**config.mk**
```make
export PLATFORM = sky130hd
export DESIGN_NAME = branch_unit_v2_flat
export DESIGN_NICKNAME = d
export VERILOG_FILES = /design/src/rtl/branch_pkg.sv /design/src/rtl/branch_unit_v2_if.sv /design/src/rtl/branch_ras.sv /design/src/rtl/branch_unit_v2.sv /design/src/flat_wrapper.sv
export SDC_FILE = /design/constraint.sdc
export NUM_CORES = 1
export LEC_CHECK = 0
export BUFFER_PORTS_ARGS = -buffer_cell sky130_fd_sc_hd__buf_2
export CORE_MARGIN = 2
export CORE_UTILIZATION = 60
export CTS_CLUSTER_DIAMETER = 200
export DETAILED_ROUTE_END_ITERATION = 10
export PLACE_DENSITY = 0.76
export SLEW_MARGIN = 15
export SYNTH_ARGS = -nofsm -noshare
export SYNTH_HDL_FRONTEND = slang
export SYNTH_SLANG_ARGS = --single-unit
```
**constraint.sdc**
```tcl
create_clock -name clk -period 4.11 [get_ports clk]
set_input_delay 0.2055 -clock clk [delete_from_list [all_inputs] [get_ports clk]]
set_output_delay 0.2055 -clock clk [all_outputs]
set_load 0.01 [all_outputs]
```
**src/rtl/branch_pkg.sv**
```systemverilog
// Shared types, default sizes and the condition-code evaluator for the
// branch resolver.
package branch_pkg;

    typedef enum logic [2:0] {
        COND_NE     = 3'b000,
        COND_EQ     = 3'b001,
        COND_LT     = 3'b010,
        COND_LE     = 3'b011,
        COND_ALWAYS = 3'b100,
        COND_GE     = 3'b101,
        COND_GT     = 3'b110,
        COND_NEVER  = 3'b111
    } cond_e;

    localparam int DEF_PC_W      = 10;
    localparam int DEF_IMM_W     = 5;
    localparam int DEF_TBL_DEPTH = 32;
    localparam int DEF_RAS_DEPTH = 4;

    // Resolve a condition code against the ALU compare results.
    function automatic logic cond_eval(cond_e cond, logic equal, logic less);
        logic taken;
        taken = 1'b0;
        case (cond)
            COND_NE:     taken = !equal;
            COND_EQ:     taken = equal;
            COND_LT:     taken = less;
            COND_LE:     taken = less | equal;
            COND_ALWAYS: taken = 1'b1;
            COND_GE:     taken = !less;
            COND_GT:     taken = !less & !equal;
            COND_NEVER:  taken = 1'b0;
            default:     taken = 1'b0;
        endcase
        return taken;
    endfunction

endpackage

```
**src/rtl/branch_unit_v2_if.sv**
```systemverilog
// Decode-side bus of the branch resolver: instruction strobes, ALU flags,
// target-table write port, resolved target and stack status.
interface branch_unit_v2_if
    import branch_pkg::*;
#(
    parameter int PC_W  = DEF_PC_W,
    parameter int IMM_W = DEF_IMM_W
) ();

    logic             flag_we;
    logic [2:0]       flag_in;
    logic             equal;
    logic             less;
    logic             branch_instr;
    logic             call_instr;
    logic             ret_instr;
    logic [IMM_W-1:0] immediate;
    logic [PC_W-1:0]  pc;
    logic             tbl_we;
    logic [IMM_W-1:0] tbl_waddr;
    logic [PC_W-1:0]  tbl_wdata;
    logic [PC_W-1:0]  address;
    logic             branch;
    logic             ras_full;
    logic             ras_empty;
    logic             ras_err;

    modport master (
        output flag_we, flag_in, equal, less,
        output branch_instr, call_instr, ret_instr, immediate, pc,
        output tbl_we, tbl_waddr, tbl_wdata,
        input  address, branch, ras_full, ras_empty, ras_err
    );

    modport slave (
        input  flag_we, flag_in, equal, less,
        input  branch_instr, call_instr, ret_instr, immediate, pc,
        input  tbl_we, tbl_waddr, tbl_wdata,
        output address, branch, ras_full, ras_empty, ras_err
    );

endinterface

```
**src/rtl/branch_ras.sv**
```systemverilog
// Circular return-address stack. Overflow overwrites the oldest entry,
// underflow is refused; both latch a sticky error until reset.
module branch_ras
    import branch_pkg::*;
#(
    parameter int PC_W      = DEF_PC_W,
    parameter int RAS_DEPTH = DEF_RAS_DEPTH
) (
    input  logic            clk,
    input  logic            reset,
    input  logic            push,
    input  logic            pop,
    input  logic [PC_W-1:0] push_data,
    output logic [PC_W-1:0] top,
    output logic            full,
    output logic            empty,
    output logic            err
);

    localparam int PTR_W = $clog2(RAS_DEPTH);
    localparam int CNT_W = PTR_W + 1;
    localparam logic [CNT_W-1:0] CNT_MAX = CNT_W'(RAS_DEPTH);
    localparam logic [CNT_W-1:0] CNT_ONE = CNT_W'(1);
    localparam logic [PTR_W-1:0] PTR_ONE = PTR_W'(1);

    logic [PC_W-1:0]  mem [RAS_DEPTH];
    logic [PTR_W-1:0] sp;
    logic [CNT_W-1:0] count;
    logic             err_q;

    assign full  = (count == CNT_MAX);
    assign empty = (count == '0);
    assign err   = err_q;
    assign top   = mem[sp - PTR_ONE];

    // Entry storage; a push always lands in the slot the pointer names, which
    // is the oldest entry once the stack has wrapped.
    always_ff @(posedge clk) begin
        if (push) begin
            mem[sp] <= push_data;
        end
    end

    // Pointer, occupancy and sticky error bookkeeping.
    always_ff @(posedge clk) begin
        if (reset) begin
            sp    <= '0;
            count <= '0;
            err_q <= 1'b0;
        end else if (push) begin
            sp <= sp + PTR_ONE;
            if (full) begin
                err_q <= 1'b1;
            end else begin
                count <= count + CNT_ONE;
            end
        end else if (pop) begin
            if (empty) begin
                err_q <= 1'b1;
            end else begin
                sp    <= sp - PTR_ONE;
                count <= count - CNT_ONE;
            end
        end
    end

endmodule

```
**src/rtl/branch_unit_v2.sv**
```systemverilog
// Branch resolver: flag register, programmable target table, call/return
// stack and the priority decode that feeds the PC mux in the same cycle.
module branch_unit_v2
    import branch_pkg::*;
#(
    parameter int PC_W      = DEF_PC_W,
    parameter int IMM_W     = DEF_IMM_W,
    parameter int TBL_DEPTH = DEF_TBL_DEPTH,
    parameter int RAS_DEPTH = DEF_RAS_DEPTH
) (
    input logic              clk,
    input logic              reset,
    branch_unit_v2_if.slave  bus
);

    localparam int TBL_AW = (TBL_DEPTH > 1) ? $clog2(TBL_DEPTH) : 1;
    localparam logic [IMM_W:0]  TBL_LIMIT = (IMM_W+1)'(TBL_DEPTH);
    localparam logic [PC_W-1:0] PC_ONE    = PC_W'(1);

    cond_e           flag_q;
    logic [PC_W-1:0] tgt_tbl [TBL_DEPTH];

    logic            wr_valid;
    logic            rd_valid;
    logic [PC_W-1:0] tbl_rd;
    logic            push;
    logic            pop;
    logic [PC_W-1:0] ras_top;
    logic            ras_empty;
    logic            branch_c;
    logic [PC_W-1:0] address_c;

    assign wr_valid = ({1'b0, bus.tbl_waddr} < TBL_LIMIT);
    assign rd_valid = ({1'b0, bus.immediate} < TBL_LIMIT);
    assign tbl_rd   = tgt_tbl[bus.immediate[TBL_AW-1:0]];

    // Condition-code register; a same-cycle branch still sees the old code.
    always_ff @(posedge clk) begin
        if (reset) begin
            flag_q <= COND_NE;
        end else if (bus.flag_we) begin
            flag_q <= cond_e'(bus.flag_in);
        end
    end

    // Target table; writes outside the table are dropped, and a same-cycle
    // read of the written index returns the previous entry.
    always_ff @(posedge clk) begin
        if (reset) begin
            for (int i = 0; i < TBL_DEPTH; i++) begin
                tgt_tbl[i] <= '0;
            end
        end else if (bus.tbl_we && wr_valid) begin
            tgt_tbl[bus.tbl_waddr[TBL_AW-1:0]] <= bus.tbl_wdata;
        end
    end

    // Priority decode ret > call > branch, producing target, take and stack ops.
    always_comb begin
        branch_c  = 1'b0;
        address_c = '0;
        push      = 1'b0;
        pop       = 1'b0;
        if (!reset) begin
            if (bus.ret_instr) begin
                pop = 1'b1;
                if (!ras_empty) begin
                    branch_c  = 1'b1;
                    address_c = ras_top;
                end
            end else if (bus.call_instr) begin
                push = 1'b1;
                if (rd_valid) begin
                    branch_c  = 1'b1;
                    address_c = tbl_rd;
                end
            end else if (bus.branch_instr) begin
                if (rd_valid) begin
                    branch_c  = cond_eval(flag_q, bus.equal, bus.less);
                    address_c = tbl_rd;
                end
            end else if (rd_valid) begin
                address_c = tbl_rd;
            end
        end
    end

    assign bus.branch    = branch_c;
    assign bus.address   = address_c;
    assign bus.ras_empty = ras_empty;

    branch_ras #(
        .PC_W      (PC_W),
        .RAS_DEPTH (RAS_DEPTH)
    ) u_ras (
        .clk       (clk),
        .reset     (reset),
        .push      (push),
        .pop       (pop),
        .push_data (bus.pc + PC_ONE),
        .top       (ras_top),
        .full      (bus.ras_full),
        .empty     (ras_empty),
        .err       (bus.ras_err)
    );

endmodule

```
**src/flat_wrapper.sv**
```systemverilog
// flat-port wrapper written by rule: the top's interface ports become plain ports
module branch_unit_v2_flat import branch_pkg::*;
#(
    parameter int PC_W      = DEF_PC_W,
    parameter int IMM_W     = DEF_IMM_W,
    parameter int TBL_DEPTH = DEF_TBL_DEPTH,
    parameter int RAS_DEPTH = DEF_RAS_DEPTH
)
  (clk, reset, bus_flag_we, bus_flag_in, bus_equal, bus_less, bus_branch_instr, bus_call_instr, bus_ret_instr, bus_immediate, bus_pc, bus_tbl_we, bus_tbl_waddr, bus_tbl_wdata, bus_address, bus_branch, bus_ras_full, bus_ras_empty, bus_ras_err);
  branch_unit_v2_if #(.PC_W(PC_W), .IMM_W(IMM_W)) bus_i ();
  input logic clk;
  input logic reset;
  input wire logic [$bits(bus_i.flag_we)-1:0] bus_flag_we;
  input wire logic [$bits(bus_i.flag_in)-1:0] bus_flag_in;
  input wire logic [$bits(bus_i.equal)-1:0] bus_equal;
  input wire logic [$bits(bus_i.less)-1:0] bus_less;
  input wire logic [$bits(bus_i.branch_instr)-1:0] bus_branch_instr;
  input wire logic [$bits(bus_i.call_instr)-1:0] bus_call_instr;
  input wire logic [$bits(bus_i.ret_instr)-1:0] bus_ret_instr;
  input wire logic [$bits(bus_i.immediate)-1:0] bus_immediate;
  input wire logic [$bits(bus_i.pc)-1:0] bus_pc;
  input wire logic [$bits(bus_i.tbl_we)-1:0] bus_tbl_we;
  input wire logic [$bits(bus_i.tbl_waddr)-1:0] bus_tbl_waddr;
  input wire logic [$bits(bus_i.tbl_wdata)-1:0] bus_tbl_wdata;
  output wire logic [$bits(bus_i.address)-1:0] bus_address;
  output wire logic [$bits(bus_i.branch)-1:0] bus_branch;
  output wire logic [$bits(bus_i.ras_full)-1:0] bus_ras_full;
  output wire logic [$bits(bus_i.ras_empty)-1:0] bus_ras_empty;
  output wire logic [$bits(bus_i.ras_err)-1:0] bus_ras_err;
  assign bus_i.flag_we = bus_flag_we;
  assign bus_i.flag_in = bus_flag_in;
  assign bus_i.equal = bus_equal;
  assign bus_i.less = bus_less;
  assign bus_i.branch_instr = bus_branch_instr;
  assign bus_i.call_instr = bus_call_instr;
  assign bus_i.ret_instr = bus_ret_instr;
  assign bus_i.immediate = bus_immediate;
  assign bus_i.pc = bus_pc;
  assign bus_i.tbl_we = bus_tbl_we;
  assign bus_i.tbl_waddr = bus_tbl_waddr;
  assign bus_i.tbl_wdata = bus_tbl_wdata;
  assign bus_address = bus_i.address;
  assign bus_branch = bus_i.branch;
  assign bus_ras_full = bus_i.ras_full;
  assign bus_ras_empty = bus_i.ras_empty;
  assign bus_ras_err = bus_i.ras_err;
  branch_unit_v2 #(.PC_W(PC_W), .IMM_W(IMM_W), .TBL_DEPTH(TBL_DEPTH), .RAS_DEPTH(RAS_DEPTH)) u_core (.clk(clk), .reset(reset), .bus(bus_i));
endmodule
```
==> results.md, run 1 <==
- The flow ran to the end, and the final reports show no timing, DRC or antenna violations.
- The path with the worst hold slack has its endpoint at u_core.flag_q[2].
- The total number of placement rows is 62.
- Walking the worst path, the cells encountered are buf_4 -> mux4_2 -> mux2i_1 -> o2111ai_1 -> o2111ai_1 -> o21ai_0 -> buf_2.
- The flip-flop and latch count after synthesis is between 300 and 400.
- Based on the critical path, the design can be clocked at up to around 0.33 GHz.
- The share of total power in the clock network is roughly two fifths.
- The chip width is between 150 and 200 um.
- The worst hold path was traced through 3 stages.
- STA classifies the critical path endpoint as an output pin.
- The switching part of the total is between 20 and 25%.
- The highest fanout seen on the critical path is 58.
- After clock tree synthesis, the clock-pin slew on the worst setup and hold paths is 0.06 ns.
- The startpoint identified for the worst register-to-register timing path is u_core.u_ras.count[0].
- Grouping stages by cell kind, the critical path spends the most delay in buffers and inverters.
- The die is between 150 and 200 um tall.
- TritonCTS built the clock tree.
- Cells with a size suffix above 1 make up between 20% and 30% of the layout.
- The count of pins on the block boundary is 56.
- Setup repair after global routing left no endpoint under its margin.
- The layout has 2037 filler cells.
- The average wire per cell in the routed design is between 20 and 25 um.
- The layout overhead on the synthesized area is 9.92%.
- The die covers ~0.030 mm2.
- The number of flops mapped to enable cells by yosys is 360.
- The logic gate share of total power is around a tenth.
- The first global-routing pass estimated slightly above 60000 um of wire.
- STA classifies the critical path startpoint as an input pin.
- The remaining antenna violation count after routing is 0.
- At the pin with the least slew margin, the transition time is between 1 and 1.5 ns.
- The sequential fraction of the synthesis area is between 60 and 70%.
- For this design, the slowest cell found on the critical path is sky130_fd_sc_hd__buf_4.
- The all-layer global routing usage is roughly a quarter.
- The worst register-to-register path ends at u_core.u_ras.count[2].
- The area of the mapped netlist is between 0.015 and 0.02 mm2.
- Setup violations remaining at the end of the flow were counted as 0.
- The via-per-instance ratio is 6.12.
- The critical path is of the input pin to output pin type.
- The switching component of the power is roughly 2 mW.
- The via count of the first global-routing pass is between 10000 and 15000.
- Entering global routing, the biggest net connects 61 pins.
- The post-synthesis async set-or-reset flop share is 0%.
- After detailed placement, the design holds a cell count of ~1500.
- The cell area power density is 455 mW/mm2.
- The minimum period implied by the final worst setup slack is a little over 3 ns.
- Summed over all failing endpoints, the final setup total negative slack is 0 ns.
- During placement, the flow inserted port buffers numbering 55.
- The number of nets handed over by synthesis was approximately 1200.
- The final standard cell count with taps included and fillers excluded is 1615.
- The ratio of final minimum period to clock period is between 70 and 80%.
- In the layout the commonest cells are 360 x sky130_fd_sc_hd__edfxtp_1, 324 x sky130_fd_sc_hd__and2_1, 54 x sky130_fd_sc_hd__mux4_2.
- The final layout contains 1252 nets.
- The most used flip-flop cell after synthesis is sky130_fd_sc_hd__edfxtp_1.
- The effective utilization at floorplan is a little over 60%.
- The cell-internal power is roughly 6.7 mW.
- The number of maximum-capacitance violations is 0.
- The sum of buffers and inverters on the critical path is 2.
- The final route contains 9883 vias.
- The number of cells traversed by the worst register-to-register path is 5.
- In this run the worst hold path is classified as input pin to flop.
- The post-synthesis area per instance is between 10 and 15 um2.
- The required time of the worst setup path is between 3 and 4 ns.
- Summed over all nets, the half-perimeter wirelength after detailed placement is approximately 25000 um.
- For this block, the routed nets add up to 39300 um of wire.
- The power share of the sequential group is between 50% and 60%.
- At the later pin of the worst-skew pair, clock insertion delay measures between 0.5 and 0.6 ns.
- The most frequent cell on the critical path is sky130_fd_sc_hd__o2111ai_1.
- Once the clock tree was built, the setup fixing pass inserted 0 buffers.
- On the final layout, the worst clock skew is about 0.0075 ns.
- The maximum clock path buffer count is 3.
- The startpoint of the worst hold path is bus_flag_we.
- The standard cell core area is between 0.02 and 0.03 mm2.
- For this run the aggregate overflow at the end of global routing stands at 0.
- The largest single stage delay on the critical path is 0.73 ns.
- The initial antenna violation count is 0.
- At the end of routability-driven placement, the weighted congestion stood at between 0.8 and 0.9.
- The hold violation total from the final report was 0.
- The most common library cell in the layout ignoring fill and taps is sky130_fd_sc_hd__edfxtp_1.
- The number of clock sinks seen by CTS is 369.
- CTS placed an instance of sky130_fd_sc_hd__clkbuf_16 at the clock tree root.
- The distinct cell type count after synthesis is 46.
- Synthesis produced a netlist whose cell count is between 1000 and 1500.
- The data arrival at the endpoint of the critical path is roughly 2.8 ns.
- The number of optimization iterations in the first detailed-route pass is 5.
- TritonCTS created 39 clock buffers.
- The number of max-slew violations in the final report was 0.
- Headroom to the max-slew limit came out at around 28%.
- The detailed router finished its first iteration with 947 violations.
- In the routed design, unresolved DRC markers number 0.
- The yosys synthesis warning count is 0.
- The internal reg-to-reg setup slack is approximately 2.3 ns.
- The total leakage power is ~6.8 nW.
- IR analysis of the VDD net gives a maximum drop of 417 uV.
- The H-tree was split into 2 levels.
## synth_stat cells (9+ instances only)
cell type	count	area share [%]
sky130_fd_sc_hd__nand2_1	18	0.39
sky130_fd_sc_hd__edfxtp_1	360	63
sky130_fd_sc_hd__buf_2	15	0.43
sky130_fd_sc_hd__dfxtp_1	9	1.0
sky130_fd_sc_hd__a221oi_1	12	0.61
sky130_fd_sc_hd__nand3_1	12	0.35
sky130_fd_sc_hd__o2111ai_1	10	0.51
sky130_fd_sc_hd__o22ai_1	16	0.58
sky130_fd_sc_hd__and2_1	324	12
sky130_fd_sc_hd__nor2_1	50	1.1
sky130_fd_sc_hd__inv_1	15	0.33
sky130_fd_sc_hd__mux2_2	45	2.9
sky130_fd_sc_hd__clkbuf_1	74	1.6
sky130_fd_sc_hd__mux2i_1	39	2.3
sky130_fd_sc_hd__or2_2	34	1.2
sky130_fd_sc_hd__mux4_2	54	7.0
## worst register-to-register path: stages, from the launching register on
cell and delay [ns]:
sky130_fd_sc_hd__dfxtp_1 0.36, sky130_fd_sc_hd__fa_1 0.44, sky130_fd_sc_hd__xor2_1 0.17, sky130_fd_sc_hd__a2111oi_0 0.51, sky130_fd_sc_hd__xnor2_1 0.18, sky130_fd_sc_hd__nor2_1 0.05
## registers in the layout, indices dropped and copies added, names as in the netlist
register and flops:
u_core.u_ras.count 3, u_core.u_ras.mem 40, u_core.u_ras.sp 2, u_core.tgt_tbl 320, u_core.flag_q 3, u_core.u_ras.err 1
## metal layers
layer / GRT usage, % / routed length [um] / vias to the layer above
met4: 7.98 / 1020 / 0
met3: 3.66 / 2650 / 71
met5: 0 / 0 / -
li1: - / - / 4373
met2: 46.0 / 20000 / 389
met1: 35.8 / 15600 / 5050
## worst max path at each step
stage                     slack, ns        endpoint  cells after the start          startpoint
after floorplan                1.90  bus_address[3]                      7  u_core.u_ras.sp[0]
final                          1.08  bus_address[1]                      7    bus_immediate[0]
after detailed placement       1.07  bus_address[1]                      7    bus_immediate[0]
after global routing           0.87  bus_address[1]                      7    bus_immediate[0]
after global placement         1.14  bus_address[2]                      6    bus_immediate[0]
after CTS                      1.07  bus_address[1]                      7    bus_immediate[0]
## cell type report
cell class              count  area [um2]  area share, %
well taps                 384         480           2.53
multi-input cells         701        5780           30.4
diodes                      1        2.50         0.0132
inverters                  15        56.3          0.296
repair buffers             78         473           2.49
flip-flops and latches    369       11000           57.8
clock inverters            17         161          0.849
clock buffers              50        1060           5.58
## timing repair
action	in CTS	in global routing
hold buffers	3	0
resized for setup	0	0
endpoints found under the hold margin	3	0
endpoints found under the setup margin	0	0
## cells by family (layout without fill, tap and decap cells)
family                   after synthesis  in the layout  share of synthesized area, %
XOR/XNOR                              11             11                         0.557
AND/OR/NAND/NOR                      466            466                          15.9
flip-flops                           369            369                          63.6
adder cells (fa/ha/maj)                6              6                         0.478
AO/OA/AOI/OAI                         74             74                          3.37
buffers and inverters                116            160                          3.00
other                                  0              1                             0
multiplexers                         144            144                          13.1
## power by group through the flow
stage	Clock (mW)	Sequential [mW]	Combinational, mW
after floorplan	0	4.45	0.573
after detailed placement	0	4.47	0.848
after global routing	3.57	4.41	0.910
after CTS	3.42	4.40	0.853
after global placement	0	4.46	0.835
final	3.40	4.40	0.849
## per-stage QoR
step	instance area [um2]	power [mW]	setup slack, ns	hold WS, ns	utilization, %
2_1_floorplan	17300	5.02	1.90	0.353	-
6_report	19000	8.65	1.08	0.00730	66.6
3_5_place_dp	17700	5.32	1.07	0.462	62.2
3_3_place_gp	17700	5.30	1.14	0.446	62.2
5_1_grt	19000	8.89	0.865	0.0415	66.6
4_1_cts	19000	8.67	1.07	0.00586	66.6
(Power assumes the default switching activity.)
==> run 2: changes to the inputs <==
Settings changed: ABC_AREA set to 1, CORE_UTILIZATION 60 to 56, PLACE_DENSITY 0.76 to 0.75.
Clock period 4.11 ns to 2.5 ns, I/O delays scaled along.
==> run 2 against run 1 <==
Compared with the run above: critical path depth unchanged; clock-buffer cell count increased by 2; largest power group unchanged; clock skew decreased by 0.0020 ns; highest routed layer unchanged; utilization decreased by 2.6 points; largest cell class unchanged; via count increased by 32%; setup slack got worse by 0.92 ns; critical endpoint is now bus_address[4]; hold slack improved by 0.0012 ns; synthesized cell count increased by 51%; power increased by 68%.
==> results.md, run 2 <==
- The effective utilization at floorplan is 57.3% (was 60.6%).
- The layout overhead on the synthesized area was 11.7% (was 9.92%).
- The via count of the first global-routing pass is 12600 (was 10100).
- The via-per-instance ratio is 5.82 (was 6.12).
- The number of flops mapped to enable cells by yosys was 360 (unchanged).
- The area of the multi-input gates was 0.00528 mm2 (was 0.00578 mm2).
- The post-layout total power is 14.5 mW (was 8.65 mW).
- The final instance area was 0.0191 mm2 (was 0.0190 mm2).
- The all-layer global routing usage is 28.2% (was 26.7%).
- The met1 track demand over resource came to 38.1% (was 35.8%).
- The residual overflow from global routing is 0 (unchanged).
- The total leakage power is 7.68 nW (was 6.75 nW).
- The dominant cell type by area after synthesis was sky130_fd_sc_hd__edfxtp_1 (unchanged).
- The category of the most critical setup path is flop to output pin (was input pin to output pin).
- Largest registers: u_core.tgt_tbl (320), u_core.u_ras.mem (40) (unchanged).
- The distinct cell type count after synthesis is 32 (was 46).
- Biggest area contributors in the synthesized netlist: sky130_fd_sc_hd__edfxtp_1 63%, sky130_fd_sc_hd__nand2_1 12%, sky130_fd_sc_hd__nor2_1 8.1%, sky130_fd_sc_hd__nand3_1 6.9%, sky130_fd_sc_hd__clkbuf_1 2.0% (was sky130_fd_sc_hd__edfxtp_1 63%, sky130_fd_sc_hd__and2_1 12%, sky130_fd_sc_hd__mux4_2 7.0%, sky130_fd_sc_hd__mux2_2 2.9%, sky130_fd_sc_hd__mux2i_1 2.3%).
- The worst setup skew after layout is 0.00548 ns (was 0.00748 ns).
- The data arrival at the endpoint of the critical path is 2.21 ns (was 2.82 ns).
- The required time of the worst setup path is 2.38 ns (was 3.90 ns).
- Timing would allow up to ~0.43 GHz.
- The post-synthesis async set-or-reset flop share is 0% (unchanged).
- The worst slack at placement is 0.327 ns (was 1.07 ns).
- The clock root buffer master is sky130_fd_sc_hd__clkbuf_16 (unchanged).
- The path class of the lowest-slack min-delay path was input pin to flop (unchanged).
- The highest fanout seen on the critical path came to 21 (was 58).
- The slack of the critical path came to 0.161 ns (was 1.08 ns).
- Result of the run: complete, no violations (unchanged).
- The number of max-slew violations in the final report came to 0 (unchanged).
- The minimum period implied by the final worst setup slack is between 2 and 2.5 ns.
- The logic gate share of total power is 10.9% (was 9.8%).
- The share of layout cells above drive strength 1 is 9.36% (was 22.0%).
- The switching part of the total is 24.2% (was 22.9%).
- The met2 capacity usage during global routing is 45.0% (was 46.0%).
- The number of H-tree levels is 2 (unchanged).
- The count of pins on the block boundary is 56 (unchanged).
- The flip-flop count of the largest register, all copies and words added is 320 (unchanged).
- The height of the die is 179 um (was 174 um).
- The switching component of the power is 3.51 mW (was 1.98 mW).
- The half-perimeter wire length of the detailed placement result is 26600 um (was 25400 um).
- The iteration-0 DRC count of the detailed router is 1675 (was 947).
- The library cell with the highest instance count after synthesis is sky130_fd_sc_hd__nand2_1 (was sky130_fd_sc_hd__edfxtp_1).
- The element type at the critical path start is a flop (was input pin).
- The number of filler cells placed in the layout is 2338 (was 2037).
- The pin count of the biggest net entering global routing is 104 (was 61).
- The remaining antenna violation count after routing came to 0 (unchanged).
- The placer congestion estimate was 0.915 (was 0.855).
- The yosys synthesis warning count was 0 (unchanged).
- The share of total power in the clock network was 39.2% (was 39.4%).
- The full die area is 0.0319 mm2 (was 0.0302 mm2).
- The initial antenna violation count is 1 (was 0).
- The number of setup violations in the final report is 0 (unchanged).
- The post-detailed-placement cell area was 0.0177 mm2 (about the same).
- The final-stage net count is 1870 (was 1252).
- The number of instances in the synthesized netlist is 1796 (was 1186).
- The first-pass GRT wire length is 68000 um (was 60700 um).
- The cell-internal power is 11.0 mW (was 6.67 mW).
- The post-synthesis area per instance was 9.50 um2 (was 14.6 um2).
- The number of buffers inserted by post-CTS setup repair was 0 (unchanged).
- The cell area power density is 761 mW/mm2 (was 455 mW/mm2).
- The total routed wirelength was 44200 um (was 39300 um).
- The clock transition at the registers of the reported paths is 0.06 ns (about the same).
- The area of the mapped netlist was 0.0171 mm2 (was 0.0173 mm2).
- The maximum clock path buffer count is 3 (unchanged).
- The count of unresolved DRC violations after routing came to 0 (unchanged).
- The relative slew slack is 53.1% (was 27.7%).
- The chip width is 179 um (was 174 um).
- The flip-flop and latch count after synthesis was 369 (unchanged).
- The worst vdd rail ir drop is 628 uV (was 417 uV).
- The CTS buffer count is 39 (unchanged).
- The hold violation total from the final report is 0 (unchanged).
- The footprint of the flip-flops and latches came to 0.0110 mm2 (unchanged).
- The power share of the sequential group is 49.9% (was 50.8%).
- The category of the worst setup path capture point is an output pin (unchanged).
- The setup TNS is 0 ns (unchanged).
- The most common library cell in the layout ignoring fill and taps was sky130_fd_sc_hd__nand2_1 (was sky130_fd_sc_hd__edfxtp_1).
- The number of clock sinks seen by CTS is 369 (unchanged).
- The largest register by flop count is u_core.tgt_tbl (unchanged).
- The number of maximum-capacitance violations is 0 (unchanged).
- The post-route worst hold slack was 0.00849 ns (was 0.00730 ns).
- The number of optimization iterations in the first detailed-route pass is 8 (was 5).
- The met3 layer usage reported by global route is 4.90% (was 3.66%).
- The clock latency at the later pin of the worst-skew pair is 0.52 ns (was 0.51 ns).
- The port buffer count is 55 (unchanged).
- The ratio of final minimum period to clock period is 93.5%.
- The CTS tree is done (unchanged).
- The total number of placement rows is 63 (was 62).
- The overall via count from detail_route was 13000 (was 9883).
- The average wire per cell in the routed design is 19.7 um (was 24.4 um).
- The share of Yosys cell area claimed by the top area cell type came to 63.4% (was 62.5%).
- The sequential fraction of the synthesis area is 64.4% (was 63.6%).
- Unrepaired setup endpoints after global routing: false (unchanged).
- Most used cells in the layout excluding fill and tap cells: 565 x sky130_fd_sc_hd__nand2_1, 367 x sky130_fd_sc_hd__nor2_1, 360 x sky130_fd_sc_hd__edfxtp_1 (was 360 x sky130_fd_sc_hd__edfxtp_1, 324 x sky130_fd_sc_hd__and2_1, 54 x sky130_fd_sc_hd__mux4_2).
- The standard cell core area is 0.0298 mm2 (was 0.0285 mm2).
- Top cell types by occurrence after synthesis: 565 x sky130_fd_sc_hd__nand2_1, 367 x sky130_fd_sc_hd__nor2_1, 360 x sky130_fd_sc_hd__edfxtp_1, 236 x sky130_fd_sc_hd__nand3_1, 92 x sky130_fd_sc_hd__clkbuf_1 (was 360 x sky130_fd_sc_hd__edfxtp_1, 324 x sky130_fd_sc_hd__and2_1, 74 x sky130_fd_sc_hd__clkbuf_1, 54 x sky130_fd_sc_hd__mux4_2, 50 x sky130_fd_sc_hd__nor2_1).
- The most instantiated flip-flop cell in the synthesis netlist was sky130_fd_sc_hd__edfxtp_1 (unchanged).
- The highest-utilization routing layer at the global route stage is met2 (unchanged).
- The post-synthesis net count is 1844 (was 1234).
- The pin slew with the least headroom to its limit is 0.702 ns (was 1.08 ns).
run 2: path summary, 6_finish.rpt:
kind / start / to / slack (ns) / depth (start not counted)
worst min register to register: u_core.u_ras.count[0] / u_core.u_ras.count[0] / 0.53 / 2
worst max-delay path: u_core.u_ras.sp[1] / bus_address[4] / 0.16 / 7
worst max register to register: u_core.u_ras.sp[0] / u_core.u_ras.mem[2][1] / 0.95 / 6
worst min-delay path: bus_pc[2] / u_core.u_ras.mem[0][2] / 0.008 / 2
run 2: area by class of cell:
class	count	share of cell area, %
antenna	1	0.0131
clock buffer	52	5.60
clock inverter	16	0.906
inverter	38	0.761
multi-input combinational	1249	27.7
sequential	369	57.7
tap	390	2.56
timing repair buffer	125	4.83
run 2: per-stage QoR:
| step | std cells | utilization, % |
|---|---|---|
| after floorplan | 1796 | - |
| after global routing | 2240 | 64.0 |
| after global placement | 2159 | 59.4 |
| after CTS | 2239 | 64.0 |
| after detailed placement | 2159 | 59.4 |
| final | 2240 | 64.0 |
run 2: per-layer routing:
metal / vias up / wire, um
met2: 750 / 20800
li1: 6007 / -
met4: 0 / 1990
met5: - / 0
met1: 6130 / 16900
met3: 150 / 4560
run 2: repair_timing:
item	4_1_cts	5_1_grt
endpoints found under the hold margin	16	0
setup endpoints to repair	10	0
gates resized for setup	2	0
hold buffers	12	0
run 2: worst max-delay path: stages (launching register included):
cell and delay [ns]:
sky130_fd_sc_hd__dfxtp_1 0.34, sky130_fd_sc_hd__inv_1 0.10, sky130_fd_sc_hd__ha_4 0.42, sky130_fd_sc_hd__o21ai_0 0.13, sky130_fd_sc_hd__o32ai_1 0.18, sky130_fd_sc_hd__nand2_1 0.10, sky130_fd_sc_hd__a21oi_1 0.23, sky130_fd_sc_hd__buf_2 0.17
run 2: cells by family (layout without fill, tap and decap cells):
kind of cell	Yosys count	in the layout	share of synthesized area, %
AO/OA/AOI/OAI	49	49	1.71
XOR/XNOR	10	10	0.557
adder cells (fa/ha/maj)	6	6	0.484
buffers and inverters	178	231	4.72
flip-flops	369	369	64.4
other	0	1	0
AND/OR/NAND/NOR	1184	1184	28.1
run 2: power by group through the flow:
stage	Sequential [mW]	Combinational [mW]	Clock, mW
after global routing	7.26	1.74	5.90
after CTS	7.23	1.55	5.70
after detailed placement	7.36	1.51	0
after floorplan	7.32	1.01	0
after global placement	7.35	1.48	0
final	7.24	1.58	5.69
==> run 3: changes to the inputs <==
Settings changed: CORE_UTILIZATION 56 to 58, CTS_BUF_LIST set to sky130_fd_sc_hd__clkbuf_2, PLACE_DENSITY 0.75 to 0.77.
==> run 3 against run 2 <==
Compared with the run above: the flow now finishes with violations (setup timing); critical path depth did not move; highest routed layer unchanged; largest cell class unchanged; combinational power rose by 24%; clock skew is 0.065 ns higher.
==> results.md, run 3 (synthesized netlist as in run 2, its figures left out) <==
- The number of max-slew violations in the final report was 0 (unchanged).
- The met3 layer usage reported by global route came to 5.61% (was 4.90%).
- The worst setup skew after layout is 0.0700 ns (was 0.00548 ns).
- The placer congestion estimate is 0.935 (was 0.915).
- The half-perimeter wire length of the detailed placement result is 28200 um (was 26600 um).
- The path class of the lowest-slack min-delay path is input pin to flop (unchanged).
- The required time of the worst setup path is 2.38 ns (about the same).
- The final instance area is 0.0193 mm2 (was 0.0191 mm2).
- The number of maximum-capacitance violations was 0 (unchanged).
- The share of total power in the clock network came to 31.5% (was 39.2%).
- The count of pins on the block boundary is 56 (unchanged).
- The port buffer count came to 55 (unchanged).
- The data arrival at the endpoint of the critical path is 2.56 ns (was 2.21 ns).
- The number of clock sinks seen by CTS is 369 (unchanged).
- The chip width is 176 um (was 179 um).
- The final-stage net count was 1969 (was 1870).
- The element type at the critical path start is a flop (unchanged).
- The cell area power density is 694 mW/mm2 (was 761 mW/mm2).
- The highest-utilization routing layer at the global route stage is met2 (unchanged).
- The clock latency at the later pin of the worst-skew pair is 0.96 ns (was 0.52 ns).
- Result of the run: complete, but fails checks (was complete, no violations).
- The pin count of the biggest net entering global routing is 91 (was 104).
- The power share of the sequential group is 53.9% (was 49.9%).
- The logic gate share of total power is 14.6% (was 10.9%).
- The category of the worst setup path capture point was an output pin (unchanged).
- The total routed wirelength is 48400 um (was 44200 um).
- The number of setup violations in the final report was 9 (was 0).
- The effective utilization at floorplan is 59.1% (was 57.3%).
- The post-route worst hold slack was 0.120 ns (was 0.00849 ns).
- The number of optimization iterations in the first detailed-route pass is 6 (was 8).
- The iteration-0 DRC count of the detailed router is 1847 (was 1675).
- The ratio of final minimum period to clock period was 107% (was 93.5%).
- The switching component of the power was 3.88 mW (was 3.51 mW).
- The remaining antenna violation count after routing is 0 (unchanged).
- The highest fanout seen on the critical path is 9 (was 21).
- The residual overflow from global routing is 0 (unchanged).
- The all-layer global routing usage is 31.8% (was 28.2%).
- The achievable clock frequency was 0.373 GHz (was 0.428 GHz).
- The post-detailed-placement cell area is 0.0177 mm2 (about the same).
- The via count of the first global-routing pass was 13700 (was 12600).
- The met1 track demand over resource is 42.5% (was 38.1%).
- The largest register by flop count is u_core.tgt_tbl (unchanged).
- Largest registers: u_core.tgt_tbl (320), u_core.u_ras.mem (40) (unchanged).
- The cell-internal power is 9.55 mW (was 11.0 mW).
- The CTS buffer count came to 92 (was 39).
- The setup TNS is -1.09 ns (was 0 ns).
- The hold violation total from the final report is 0 (unchanged).
- The category of the most critical setup path is flop to output pin (unchanged).
- The full die area came to 0.0308 mm2 (was 0.0319 mm2).
- The average wire per cell in the routed design is 20.4 um (was 19.7 um).
- The relative slew slack was 59.1% (was 53.1%).
- The height of the die is 176 um (was 179 um).
- Most used cells in the layout excluding fill and tap cells: 565 x sky130_fd_sc_hd__nand2_1, 364 x sky130_fd_sc_hd__nor2_1, 360 x sky130_fd_sc_hd__edfxtp_1 (was 565 x sky130_fd_sc_hd__nand2_1, 367 x sky130_fd_sc_hd__nor2_1, 360 x sky130_fd_sc_hd__edfxtp_1).
- The most common library cell in the layout ignoring fill and taps is sky130_fd_sc_hd__nand2_1 (unchanged).
- The total number of placement rows is 62 (was 63).
- The number of H-tree levels is 3 (was 2).
- The via-per-instance ratio is 5.84 (was 5.82).
- The total leakage power is 7.99 nW (was 7.68 nW).
- The clock transition at the registers of the reported paths came to 0.11 ns (was 0.06 ns).
- The worst vdd rail ir drop came to 519 uV (was 628 uV).
- The final cell utilization of the core is 67.0% (was 64.0%).
- The share of layout cells above drive strength 1 came to 14.8% (was 9.36%).
- The pin slew with the least headroom to its limit came to 0.614 ns (was 0.702 ns).
- The maximum clock path buffer count came to 3 (unchanged).
- The CTS tree is done (unchanged).
- The overall via count from detail_route is 13900 (was 13000).
- The slack of the critical path was -0.181 ns (was 0.161 ns).
- The first-pass GRT wire length is 74600 um (was 68000 um).
- The layout overhead on the synthesized area is 13.4% (was 11.7%).
- The switching part of the total is 28.9% (was 24.2%).
- The flip-flop count of the largest register, all copies and words added is 320 (unchanged).
- Unrepaired setup endpoints after global routing: true (was false).
- The count of unresolved DRC violations after routing is 0 (unchanged).
- The clock root buffer master is sky130_fd_sc_hd__clkbuf_2 (was sky130_fd_sc_hd__clkbuf_16).
- The minimum period implied by the final worst setup slack is 2.68 ns (was 2.34 ns).
- The initial antenna violation count is 2 (was 1).
- The checks that failed: setup timing.
- The met2 capacity usage during global routing is 50.2% (was 45.0%).
- The standard cell core area is 0.0289 mm2 (was 0.0298 mm2).
[run 3: cell count changes in the layout (fill, tap and decap cells not counted), sizes merged]
cell	change
clkinv	+21
inv	+2
diode	+2
clkinvlp	-1
dlygate4sd3	+38
clkbuf	+72
buf	+8
[run 3: final timing paths]
check / startpoint / to / slack [ns] / cells after the start
hold reg to reg: u_core.u_ras.count[0] / u_core.u_ras.count[0] / 0.53 / 2
setup reg to reg: u_core.u_ras.count[1] / u_core.u_ras.sp[1] / 0.11 / 9
setup / recovery: u_core.u_ras.sp[0] / bus_address[2] / -0.18 / 7
hold / removal: bus_tbl_we / u_core.tgt_tbl[27][0] / 0.12 / 7
[run 3: area by class of cell]
| type | instances | area (um2) |
|---|---|---|
| flip-flops and latches | 369 | 11000 |
| fillers | 2220 | 9510 |
| multi-input cells | 1249 | 5460 |
| repair buffers | 171 | 1380 |
| clock buffers | 124 | 621 |
| well taps | 384 | 480 |
| clock inverters | 38 | 259 |
| inverters | 38 | 145 |
| diodes | 3 | 7.51 |
[run 3: what timing repair did]
action | 4_1_cts | 5_1_grt
gates resized for setup | 37 | 16
pin swaps | 9 | 8
setup endpoints to repair | 10 | 11
endpoints found under the hold margin | 409 | 0
gates cloned | 0 | 0
setup buffers | 8 | 0
hold buffers | 50 | 0
[run 3: per-layer routing]
layer	vias up	wire, um
li1	6258	-
met1	6493	17500
met2	966	22600
met3	169	6070
met4	0	2310
met5	-	0
[run 3: through the flow]
step	setup slack [ns]	std cells	power, mW
floorplan	0.553	1796	8.34
global placement	0.364	2153	8.85
detailed placement	0.359	2153	8.90
CTS	-0.121	2373	13.3
global route	-0.271	2375	13.9
finish	-0.181	2376	13.4
[run 3: worst max-delay path, stage by stage, from the launching register on]
cell and delay, ns:
sky130_fd_sc_hd__dfxtp_2 0.36, sky130_fd_sc_hd__inv_2 0.06, sky130_fd_sc_hd__ha_4 0.29, sky130_fd_sc_hd__buf_12 0.17, sky130_fd_sc_hd__o32ai_4 0.24, sky130_fd_sc_hd__nand2_1 0.12
sky130_fd_sc_hd__a21oi_2 0.18, sky130_fd_sc_hd__buf_2 0.16
[run 3: power by group through the flow]
stage          combinational [mW]  clock [mW]  sequential, mW
4_1_cts                      1.83        4.24            7.23
3_5_place_dp                 1.53           0            7.37
3_3_place_gp                 1.50           0            7.36
6_report                     1.96        4.23            7.24
2_1_floorplan                1.01           0            7.32
5_1_grt                      2.10        4.55            7.27
